$ cat config.mk
export PLATFORM = sky130hd
export DESIGN_NAME = axi_stream_extract_header
export DESIGN_NICKNAME = d
export VERILOG_FILES = /design/src/rtl/axi_stream_extract_header.sv
export SDC_FILE = /design/constraint.sdc
export NUM_CORES = 1
export LEC_CHECK = 0
export CORE_MARGIN = 2
export CORE_UTILIZATION = 47
export DETAILED_ROUTE_END_ITERATION = 6
export PLACE_DENSITY = 0.77
export SLEW_MARGIN = 20
export SYNTH_ARGS = -nofsm -noshare
export SYNTH_HDL_FRONTEND = slang
export SYNTH_SLANG_ARGS = --single-unit
$ cat constraint.sdc
create_clock -name clk -period 2 [get_ports clk]
set_clock_uncertainty 0.2 [all_clocks]
set_input_delay 0.3 -clock clk [delete_from_list [all_inputs] [get_ports clk]]
set_output_delay 0.3 -clock clk [all_outputs]
set_load 0.05 [all_outputs]
$ cat src/rtl/axi_stream_extract_header.sv
// Strips a 1..DATA_BYTE_WD-byte header from the front of each AXI-Stream packet, presents it
// on a side port and realigns the remaining payload to byte 0 (MSB-first byte order).
module axi_stream_extract_header #(
   parameter int unsigned DATA_WD      = 32,
   parameter int unsigned DATA_BYTE_WD = DATA_WD / 8,
   parameter int unsigned BYTE_CNT_WD  = $clog2(DATA_BYTE_WD)
) (
   input  logic                    clk,
   input  logic                    rst_n,
   input  logic                    valid_strip,
   input  logic [BYTE_CNT_WD-1:0]  byte_strip_cnt,
   output logic                    ready_strip,
   input  logic                    valid_in,
   input  logic [DATA_WD-1:0]      data_in,
   input  logic [DATA_BYTE_WD-1:0] keep_in,
   input  logic                    last_in,
   output logic                    ready_in,
   output logic                    valid_out,
   output logic [DATA_WD-1:0]      data_out,
   output logic [DATA_BYTE_WD-1:0] keep_out,
   output logic                    last_out,
   input  logic                    ready_out,
   output logic                    valid_header,
   output logic [DATA_WD-1:0]      data_header,
   output logic [DATA_BYTE_WD-1:0] keep_header,
   input  logic                    ready_header,
   output logic                    err_short
);

   localparam int unsigned HW = BYTE_CNT_WD + 1;
   localparam logic [HW-1:0] BytesW = HW'(DATA_BYTE_WD);

   typedef enum logic [1:0] {StIdle, StHead, StBody, StFlush} state_e;

   state_e                  state_q, state_d;
   logic [HW-1:0]           h_q, h_d;
   logic [DATA_WD-1:0]      res_data_q, res_data_d;
   logic [DATA_BYTE_WD-1:0] res_keep_q, res_keep_d;
   logic [DATA_WD-1:0]      dout_q, dout_d;
   logic [DATA_BYTE_WD-1:0] kout_q, kout_d;
   logic                    lout_q, lout_d;
   logic                    vout_q, vout_d;
   logic [DATA_WD-1:0]      hdata_q, hdata_d;
   logic [DATA_BYTE_WD-1:0] hkeep_q, hkeep_d;
   logic                    vhdr_q, vhdr_d;
   logic                    err_q, err_d;

   logic [BYTE_CNT_WD-1:0]  lo_bytes;
   logic [DATA_WD-1:0]      in_hi_data, in_lo_data;
   logic [DATA_BYTE_WD-1:0] in_hi_keep, in_lo_keep;
   logic                    in_short, in_acc, out_free;

   // First H bytes of the beat right-aligned, and the rest moved up to the MSB end.
   // H == DATA_BYTE_WD shifts the low part out completely.
   assign lo_bytes   = BYTE_CNT_WD'(BytesW - h_q);
   assign in_hi_data = data_in >> {lo_bytes, 3'b000};
   assign in_hi_keep = keep_in >> lo_bytes;
   assign in_lo_data = data_in << {h_q, 3'b000};
   assign in_lo_keep = keep_in << h_q;
   // keep is contiguous from the MSB, so the H-th byte's enable tells whether H bytes exist.
   assign in_short   = last_in & ~keep_in[lo_bytes];
   assign out_free   = ~vout_q | ready_out;
   assign in_acc     = valid_in & ready_in;

   always_comb begin
      state_d    = state_q;
      h_d        = h_q;
      res_data_d = res_data_q;
      res_keep_d = res_keep_q;
      dout_d     = dout_q;
      kout_d     = kout_q;
      lout_d     = lout_q;
      vout_d     = vout_q & ~ready_out;
      hdata_d    = hdata_q;
      hkeep_d    = hkeep_q;
      vhdr_d     = vhdr_q & ~ready_header;
      err_d      = 1'b0;
      ready_strip = 1'b0;
      ready_in    = 1'b0;

      unique case (state_q)
         StIdle: begin
            ready_strip = 1'b1;
            if (valid_strip) begin
               h_d     = HW'(byte_strip_cnt) + HW'(1);
               state_d = StHead;
            end
         end
         StHead: begin
            ready_in = ~vhdr_q;
            if (in_acc) begin
               hdata_d    = in_hi_data;
               hkeep_d    = in_hi_keep;
               vhdr_d     = 1'b1;
               res_data_d = in_lo_data;
               res_keep_d = in_lo_keep;
               err_d      = in_short;
               if (!last_in)             state_d = StBody;
               else if (in_lo_keep != '0) state_d = StFlush;
               else                       state_d = StIdle;
            end
         end
         StBody: begin
            ready_in = out_free;
            if (in_acc) begin
               dout_d     = res_data_q | in_hi_data;
               kout_d     = res_keep_q | in_hi_keep;
               vout_d     = 1'b1;
               lout_d     = last_in & (in_lo_keep == '0);
               res_data_d = in_lo_data;
               res_keep_d = in_lo_keep;
               if (last_in) state_d = (in_lo_keep == '0) ? StIdle : StFlush;
            end
         end
         StFlush: begin
            if (out_free) begin
               dout_d  = res_data_q;
               kout_d  = res_keep_q;
               lout_d  = 1'b1;
               vout_d  = 1'b1;
               state_d = StIdle;
            end
         end
         default: state_d = StIdle;
      endcase
   end

   always_ff @(posedge clk or negedge rst_n) begin
      if (!rst_n) begin
         state_q    <= StIdle;
         h_q        <= '0;
         res_data_q <= '0;
         res_keep_q <= '0;
         dout_q     <= '0;
         kout_q     <= '0;
         lout_q     <= 1'b0;
         vout_q     <= 1'b0;
         hdata_q    <= '0;
         hkeep_q    <= '0;
         vhdr_q     <= 1'b0;
         err_q      <= 1'b0;
      end else begin
         state_q    <= state_d;
         h_q        <= h_d;
         res_data_q <= res_data_d;
         res_keep_q <= res_keep_d;
         dout_q     <= dout_d;
         kout_q     <= kout_d;
         lout_q     <= lout_d;
         vout_q     <= vout_d;
         hdata_q    <= hdata_d;
         hkeep_q    <= hkeep_d;
         vhdr_q     <= vhdr_d;
         err_q      <= err_d;
      end
   end

   assign valid_out    = vout_q;
   assign data_out     = dout_q;
   assign keep_out     = kout_q;
   assign last_out     = lout_q;
   assign valid_header = vhdr_q;
   assign data_header  = hdata_q;
   assign keep_header  = hkeep_q;
   assign err_short    = err_q;

endmodule

* Word-level counts from Yosys, hierarchy flattened
Index checks and enable logic that the tools add are counted.
** Word-level totals
- Register bits :: 117
- Input bits :: 45
- Output and inout port bits :: 78
- Logic and storage cells :: 79
** Operators by class
- $add $sub $neg :: 2
- Order comparisons :: 1
- Equality and inequality tests :: 8
- Shift-type cells :: 4
- Mux-type cells :: 29
- Bitwise logic cells :: 13
- Reductions and logical operators :: 10
** Operators by type and width (number)
- 32-bit 2-to-1 mux :: 2
- 32-bit case mux with 2 select lines :: 1
- 32-bit OR :: 1
- 32-bit by 6-bit left shift with 32-bit output :: 1
- 32-bit by 5-bit right shift with 32-bit output :: 1
- 2-bit 2-to-1 mux :: 8
- 1-bit 2-to-1 mux :: 10
- 2-bit inequality test (second input constant) :: 5
- 4-bit 2-to-1 mux :: 2
- 2-bit case mux with 4 select lines :: 1
- 4-bit case mux with 2 select lines :: 1
- 1-bit case mux with 2 select lines :: 3
- 2-bit AND reduction :: 3
- 1-bit bitwise AND :: 5
- 1-bit NOT :: 5
- 5-bit AND reduction :: 1
- 2-bit equality test (second input constant) :: 2
- 4-bit logical NOT :: 1
- 4-bit OR :: 1
- 4-bit nonzero test :: 1
- 4-bit by 3-bit left shift with 4-bit output :: 1
- 4-bit by 2-bit right shift with 4-bit output :: 1
- 2-bit by 1-bit adder with 3-bit output (second input constant) :: 1
- 2-bit by 3-bit less-than comparator with 1-bit output (second input constant) :: 1
- 8 further kinds :: 8

* Logic depth before layout (Yosys ltp)
Gate-level depths: netlist (run 1).
- Depth in word-level cells :: 7
- Mapped depth :: 8
- Gate-level depth less buffers :: 6

* Worst setup path before layout (run 1)
OpenSTA, ideal clock, no wires.
- Path kind :: reg-to-reg
- Start :: reg vout_q, in the netlist valid_out
- End :: reg dout_q[19], in the netlist data_out[19]
- Library setup time :: 0.125 ns
- Data arrival time :: 1.797 ns
- Data required time :: 1.675 ns
- Setup slack :: -0.122 ns
- Stages on the path, launching flop included :: 6
- Path buffers :: 1
- Clock period less this slack :: 2.122 ns
- Path through :: dfrtp_1 nand2b_1 inv_1 o31ai_4 buf_4 mux2_2
** On the way
- Cells in the longest elaborated chain, start to end :: 6
- Elaborated cells on any way between the ends :: 7
- Classes of those cells :: eq/ne (2); mux (1); bitwise (3); reduce/logical (1)
** Ends and longest elaborated chain
- start, declared :: RTL line 42 : logic vout_q, vout_d;
- start signal, assigned :: RTL line 150 : vout_q <= vout_d;
- 1-bit NOT (*) :: RTL line 62 : assign out_free = ~vout_q | ready_out;
- 1-bit OR (*) :: RTL line 62
- 1-bit case mux with 2 select lines :: RTL line 81 : unique case (state_q)
- 1-bit bitwise AND :: RTL line 63 : assign in_acc = valid_in & ready_in;
- 2-bit inequality test (no source line)
- 3-bit AND reduction (no source line) (*)
- end signal, assigned :: RTL line 147 : dout_q <= dout_d;
- end, declared :: RTL line 39 : logic [DATA_WD-1:0] dout_q, dout_d;
Every way passes the cells marked *; elsewhere a longest branch is shown, timed or not.
A chain may end at the register's enable or synchronous reset.

* Worst setup path in the final report (run 1)
- Start :: reg state_q[1]
- End :: reg hdata_q[13], in the netlist data_header[13]
** On the way
- Cells in the longest elaborated chain, start to end :: 4
- Elaborated cells on any way between the ends :: 5
- Classes of those cells :: eq/ne (2); mux (1); bitwise (1); reduce/logical (1)
** Ends and longest elaborated chain
- start, declared :: RTL line 35 : state_e state_q, state_d;
- start signal, assigned :: RTL line 130 : state_q <= StIdle;
- start signal, assigned :: RTL line 143 : state_q <= state_d;
- 2-bit equality test or 2-bit by 1-bit equality test with 1-bit output (tied branches) :: RTL line 81
- 1-bit case mux with 2 select lines :: RTL line 81
- 1-bit bitwise AND :: RTL line 63
- 2-bit AND reduction (no source line) (*)
- end signal, assigned :: RTL line 151 : hdata_q <= hdata_d;
- end, declared :: RTL line 43 : logic [DATA_WD-1:0] hdata_q, hdata_d;
Marks and branches as above.

==> metrics.txt, run 1 <==
clk sinks=approximately 120; status=complete, but fails checks; DRT antenna net count=0; Final HPWL DP=13040 µm; routed wire length=between 20000 and 25000 µm; Storage cell area=just under 0.003 mm²; Hold Vio Cnt, Final=0; setup ws final=-0.2062 ns; leakage power=approximately 4.8 nW; GRT overflow=0; antenna cell count=0; Via density=between 5 and 6; Tot Pwr=between 15 and 20 mW; vias post-DR=~5300; CTS Buf Count=17; drt pass-1 iters=5; WS Path Type=reg -> reg; port bufs=~120; Die Area=around 0.014 mm²; WP data required=approximately 2.1 ns; largest net degree at the start of global routing=between 40 and 50; final period utilization=110.3%; Final #Nets=835; Initial Utilization=between 40 and 50%; register area share after synthesis=a little under half; FF-to-FF Start=state_q[1]; Main synth FF type=dfrtp_1; number of max-cap violations=0; CTS tree=done; relative slew slack=about three fifths; Synth Instances=roughly 570; CTS max path bufs=2; Net Count, Synth=just over 600; VDD IR max=around 0.0013 V; Area Overhead vs Synth=52.78%; Crit. Startpoint=state_q[1]; layout cell share with drive strength beyond 1=between 40% and 50%; pwr dens=approximately 2100 mW/mm²; RSZ-0062 raised after global routing=yes; Setup violations, final=~110; antenna violations before repair=0; Place WS=-0.2477 ns; Placed Area=0.008080 mm²; setup TNS=-12.99 ns; CP max FO=4; Startpoint Class=flip-flop; Die X=roughly 120 µm; tightest hold margin=approximately 0.20 ns; Post-synth EDFFs=0; Switching Fraction=between 40% and 50%; Layout Cells excl Fill=approximately 1000; Clock power frac=between 10% and 20%; DRC violations left=0; fmax=about 450 MHz; core box area=between 0.01 and 0.015 mm²; GPL Wtd Cong=between 0.9 and 1; synth warn=0; register clock-pin slew on the reported worst setup and hold paths=roughly 0.060 ns; Gate power share=61.4%; fill cell count=about 900; vias in the first global route=between 5000 and 6000; Placed Cells incl. Taps=slightly above 900; DR iter-0 viols=between 400 and 500; failing checks=negative setup slack; Synth Register Bits=117; post-synth cell types=45; Synth async-reset ratio=100.0%; Ports=roughly 120; post-route minimum period=around 2.2 ns; Final Slew Violations=0; Setup crit end kind=flip-flop; Least-Margin Pin Slew=about 0.61 ns; Site Rows=42; H-tree depth=4; Sw Pwr=roughly 8.7 mW; insertion delay to the later sink of the worst-skew pair=roughly 0.42 ns; Internal Power=11.02 mW; syn_area_per_cell=~11 µm²; Post-Route Utilization=a little over 70%; Mapped Area=0.006235 mm²; register share of total power=around 22%; worst min-delay path class=in -> async; CTS Root Buffer Type=clkbuf_16; arrival time worst endpoint=between 2 and 2.5 ns; first-pass GRT wire length=around 30000 µm; routed len/inst=about 21 µm; Design Area, Final=between 0.009 and 0.01 mm²; Multi-input gate area=0.003203 mm²; GRT Total Usage=about 28%; Die Height=119.2 µm
==> layout by cell type, fill, tap and decap left out, drive strengths merged, types with 3 or more instances in the layout <==
master and count:
bufinv 5, nand2b 3, clkinvlp 3, o21ai 5, buf 185, nand2 38, nor3b 8, mux2 85
nor2 27, a21oi 32, nor2b 3, dfrtp 117, o211ai 7, clkdlybuf4s50 43, nand3b 9, nand3 3
inv 63, mux2i 79, ha 5, clkinv 6, o21bai 24, clkbuf 21
==> power by group through the flow <==
stage          clock network (mW)  registers [mW]  logic [mW]
6_report                     3.34            4.28        12.1
5_1_grt                      3.51            4.36        12.6
4_1_cts                      3.34            4.20        11.4
3_5_place_dp                    0            4.20        10.1
3_3_place_gp                    0            4.16        9.87
2_1_floorplan                   0            6.52        4.29
==> metal layers <==
| layer | vias to the layer above | track usage, % | routed length (µm) |
|---|---|---|---|
| met1 | 2687 | 38.12 | 8767 |
| met5 | - | 0 | 0 |
| met2 | 217 | 46.80 | 10130 |
| met3 | 38 | 4.406 | 1120 |
| li1 | 2382 | - | - |
| met4 | 0 | 9.152 | 476 |
==> sequential cells by signal (all words and copies together) (netlist names) <==
register and count:
valid_out 1, state_q 2, h_q 3, data_out 32, last_out 1, data_header 32
err_short 1, res_data_q 32, keep_out 4, valid_header 1, keep_header 4, res_keep_q 4
==> final cells by class <==
type	count	share of cell area, %
clock buffer	19	4.650
clock inverter	13	2.154
inverter	64	2.522
multi-input combinational	352	33.63
sequential	117	30.78
tap	176	2.312
timing repair buffer	233	23.96
==> worst paths after layout <==
path	end	slack, ns	cells past startpoint
min in group clk	valid_header	0.25	2
worst max register to register	data_header[13]	-0.21	9
worst min-delay path	res_data_q[3]	0.20	2
worst max-delay path	data_header[13]	-0.21	9
worst min register to register	res_data_q[15]	0.29	1
max in group asynchronous	state_q[0]	0.80	3
==> critical path, cell delays in order, from the launching register on <==
cell and delay, ns:
dfrtp_1 0.38, inv_2 0.08, buf_12 0.13, ha_4 0.27, buf_6 0.09, buf_6 0.10
nand4_1 0.16, buf_6 0.19, clkbuf_16 0.16, mux2_4 0.31
==> kinds of logic (layout without fill, tap and decap cells) <==
group	Yosys count	after routing	share of synthesized area, %
and+or+nand+nor	99	99	7.947
AOI/OAI and AO/OA	83	83	8.950
buffers and inverters	96	329	6.843
DFF	117	117	46.96
adders and majority gates	5	5	1.003
muxes	164	164	28.04
xor gates and xnor gates	1	1	0.2610
==> cell usage after synthesis (3+ instances only) <==
cell      instances  share of area [%]
buf_2            14                1.1
buf_4             7               0.84
inv_1            62                3.7
nand2b_1          3               0.30
a21oi_1          32                2.6
nor2_1           26                1.6
o21ai_0           4               0.32
buf_6             3               0.54
mux2_2           70                 13
nor2b_1           3               0.30
mux2i_1          79                 13
mux2_1           15                2.7
dfrtp_1         117                 47
ha_1              5                1.0
nor3b_1           8               0.96
o211ai_1          7               0.84
clkbuf_1          6               0.36
nand3b_1          9                1.1
o21bai_1         24                2.9
nand2_1          38                2.3
==> what timing repair did <==
item                                    in CTS  in global routing
gates cloned                                 6                  2
pin swaps                                   11                  7
setup buffers                               20                  7
endpoints found under the setup margin     108                114
resized for setup                           61                 48
hold endpoints to repair                    27                  0
hold buffers                                 1                  0
(Power assumes the default switching activity.)
==> run 2: changes to the inputs <==
--- a/config.mk
+++ b/config.mk
@@ -6,9 +6,9 @@
 export NUM_CORES = 1
 export LEC_CHECK = 0
 export CORE_MARGIN = 2
-export CORE_UTILIZATION = 47
+export CORE_UTILIZATION = 50
 export DETAILED_ROUTE_END_ITERATION = 6
-export PLACE_DENSITY = 0.77
+export PLACE_DENSITY = 0.78
 export SLEW_MARGIN = 20
 export SYNTH_ARGS = -nofsm -noshare
 export SYNTH_HDL_FRONTEND = slang
==> constraint.sdc (replaced) <==
create_clock -name clk -period 2.2 [get_ports clk]
set_clock_uncertainty 0.2 [all_clocks]
set_input_delay 0.33 -clock clk [delete_from_list [all_inputs] [get_ports clk]]
set_output_delay 0.33 -clock clk [all_outputs]
set_load 0.05 [all_outputs]
==> run 2 against run 1 <==
Effect of this change:
- the flow now finishes without violations
- sequential share of layout area increased by 2.8 points
- sequential cell count unchanged
- final cell count decreased by 7.1%
- via count is 7.7% lower
- worst hold slack worse by 0.036 ns
- cell area down 8.4%
- critical path depth decreased by 4
- non-clock buffer count shrank 61
- die area is 5.8% lower
- count of clock-buffer cells in the layout down 1
- worst setup slack better by 0.22 ns
- power decreased by 18%
- critical path type is now reg -> out
- critical endpoint is now ready_in
==> metrics.txt, run 2 (same netlist as run 1, synthesis figures left out) <==
Ports=approximately 120; WS Path Type=reg -> out; fill cell count=approximately 880; vias in the first global route=~4900; Die Area=roughly 0.013 mm²; CP cell instances=inv_2, ha_4, buf_4, and2_4, buf_12; Startpoint Class=flip-flop; Final #Nets=a little under 800; drt pass-1 iters=4; first-pass GRT wire length=26890 µm; arrival time worst endpoint=between 1.5 and 2 ns; DRC violations left=0; layout cell share with drive strength beyond 1=a little under a quarter; Post-Route Utilization=around 72%; Placed Cells incl. Taps=slightly below 900; WP depth=5; H-tree depth=4; WP data required=1.67 ns; Via density=about 5.4; post-route minimum period=2.182 ns; worst reg2reg path depth=8; relative slew slack=57.97%; Site Rows=40; commonest non-fill, non-tap cell in the layout=clkdlybuf4s50_1; Tot Pwr=16.20 mW; Critical-path top delay cell=dfrtp_2; Buffers & Inverters on Critical Path=3; DRT antenna net count=0; vias post-DR=just under 5000; Place WS=-0.1062 ns; RSZ-0062 raised after global routing=yes; final period utilization=99.20%; Setup violations, final=0; setup ws final=about 0.018 ns; core box area=around 0.012 mm²; Setup crit end kind=primary output; Hold Vio Cnt, Final=0; largest net degree at the start of global routing=37; Final Slew Violations=0; most frequent cells in the layout=clkdlybuf4s50_1 (117), dfrtp_1 (115), mux2i_1 (78); Multi-input gate area=~0.0029 mm²; Layout Cells excl Fill=905; Initial Utilization=between 50% and 60%; leakage power=approximately 4.2 nW; Least-Margin Pin Slew=around 0.63 ns; antenna cell count=0; Die Height=115.7 µm; insertion delay to the later sink of the worst-skew pair=0.42 ns; CP max FO=5; Slowest Stage Delay on Critical Path=roughly 0.44 ns; Die X=approximately 120 µm; Crit path max-delay family=flip-flops; Storage cell area=0.002930 mm²; CTS tree=done; GRT Total Usage=between 20% and 30%; register clock-pin slew on the reported worst setup and hold paths=approximately 0.05 ns; CTS Root Buffer Type=clkbuf_16; clk sinks=between 100 and 150; routed len/inst=~19 µm; Area Overhead vs Synth=39.96%; GPL Wtd Cong=slightly below 0.9; worst min-delay path class=in -> async; fmax=~460 MHz; CTS max path bufs=2; port bufs=around 120; setup TNS=0 ns; routed wire length=roughly 17000 µm; DR iter-0 viols=341; antenna violations before repair=0; number of max-cap violations=0; CTS Buf Count=17; status=completed; pwr dens=between 1500 and 2000 mW/mm²; VDD IR max=0.001339 V; Final HPWL DP=between 10000 and 15000 µm; GRT overflow=0
-- run 2: path summary, 6_finish.rpt --
path                         startpoint              to  slack [ns]
setup / recovery             state_q[0]        ready_in        0.02
hold / removal                    rst_n  data_header[0]        0.16
setup reg to reg             state_q[1]    data_out[16]        0.07
hold reg to reg            data_out[17]    data_out[17]        0.29
max in group asynchronous         rst_n   res_keep_q[0]        0.98
min in group clk           ready_header    valid_header        0.27
-- run 2: through the flow --
| step | hold slack, ns | area, µm² |
|---|---|---|
| after floorplan | -0.1656 | 6235 |
| after global placement | 0.05429 | 7914 |
| after detailed placement | 0.06026 | 7914 |
| after CTS | 0.1596 | 8596 |
| after global routing | 0.2028 | 8726 |
| final | 0.1591 | 8726 |
-- run 2: area by class of cell --
type | instances | share of cell area [%]
multi-input cells | 352 | 33.68
inverters | 64 | 2.753
clock inverters | 14 | 2.567
well taps | 168 | 2.409
repair buffers | 172 | 19.97
clock buffers | 18 | 5.033
flip-flops and latches | 117 | 33.58
-- run 2: metal layers --
metal  global-route usage, %  routed length (µm)  up-vias
li1                        -                   -     2271
met2                   41.64                7967      171
met4                   7.698                 246        0
met1                   37.51                8162     2452
met5                       0                   0        -
met3                   7.374                 993       20
-- run 2: where the power goes --
group / internal, mW / total (mW) / switching, mW
Combinational: 3.79 / 9.32 / 5.53
Clock: 2.05 / 3.08 / 1.04
Sequential: 3.15 / 3.80 / 0.644
Total: 8.99 / 16.2 / 7.21
-- run 2: what timing repair did --
item,4_1_cts,5_1_grt
hold buffers,1,0
setup endpoints to repair,8,103
hold endpoints to repair,91,0
cloned,0,1
resized for setup,2,15
pin swaps,1,3
buffers inserted,1,5
-- run 2: worst reg2reg max path: stages (launching register included) --
cell and delay (ns):
dfrtp_1 0.40, inv_2 0.11, ha_4 0.15, buf_4 0.10, nor3b_2 0.19, o21ai_1 0.13
o31ai_4 0.13, clkbuf_16 0.27, mux2_2 0.34
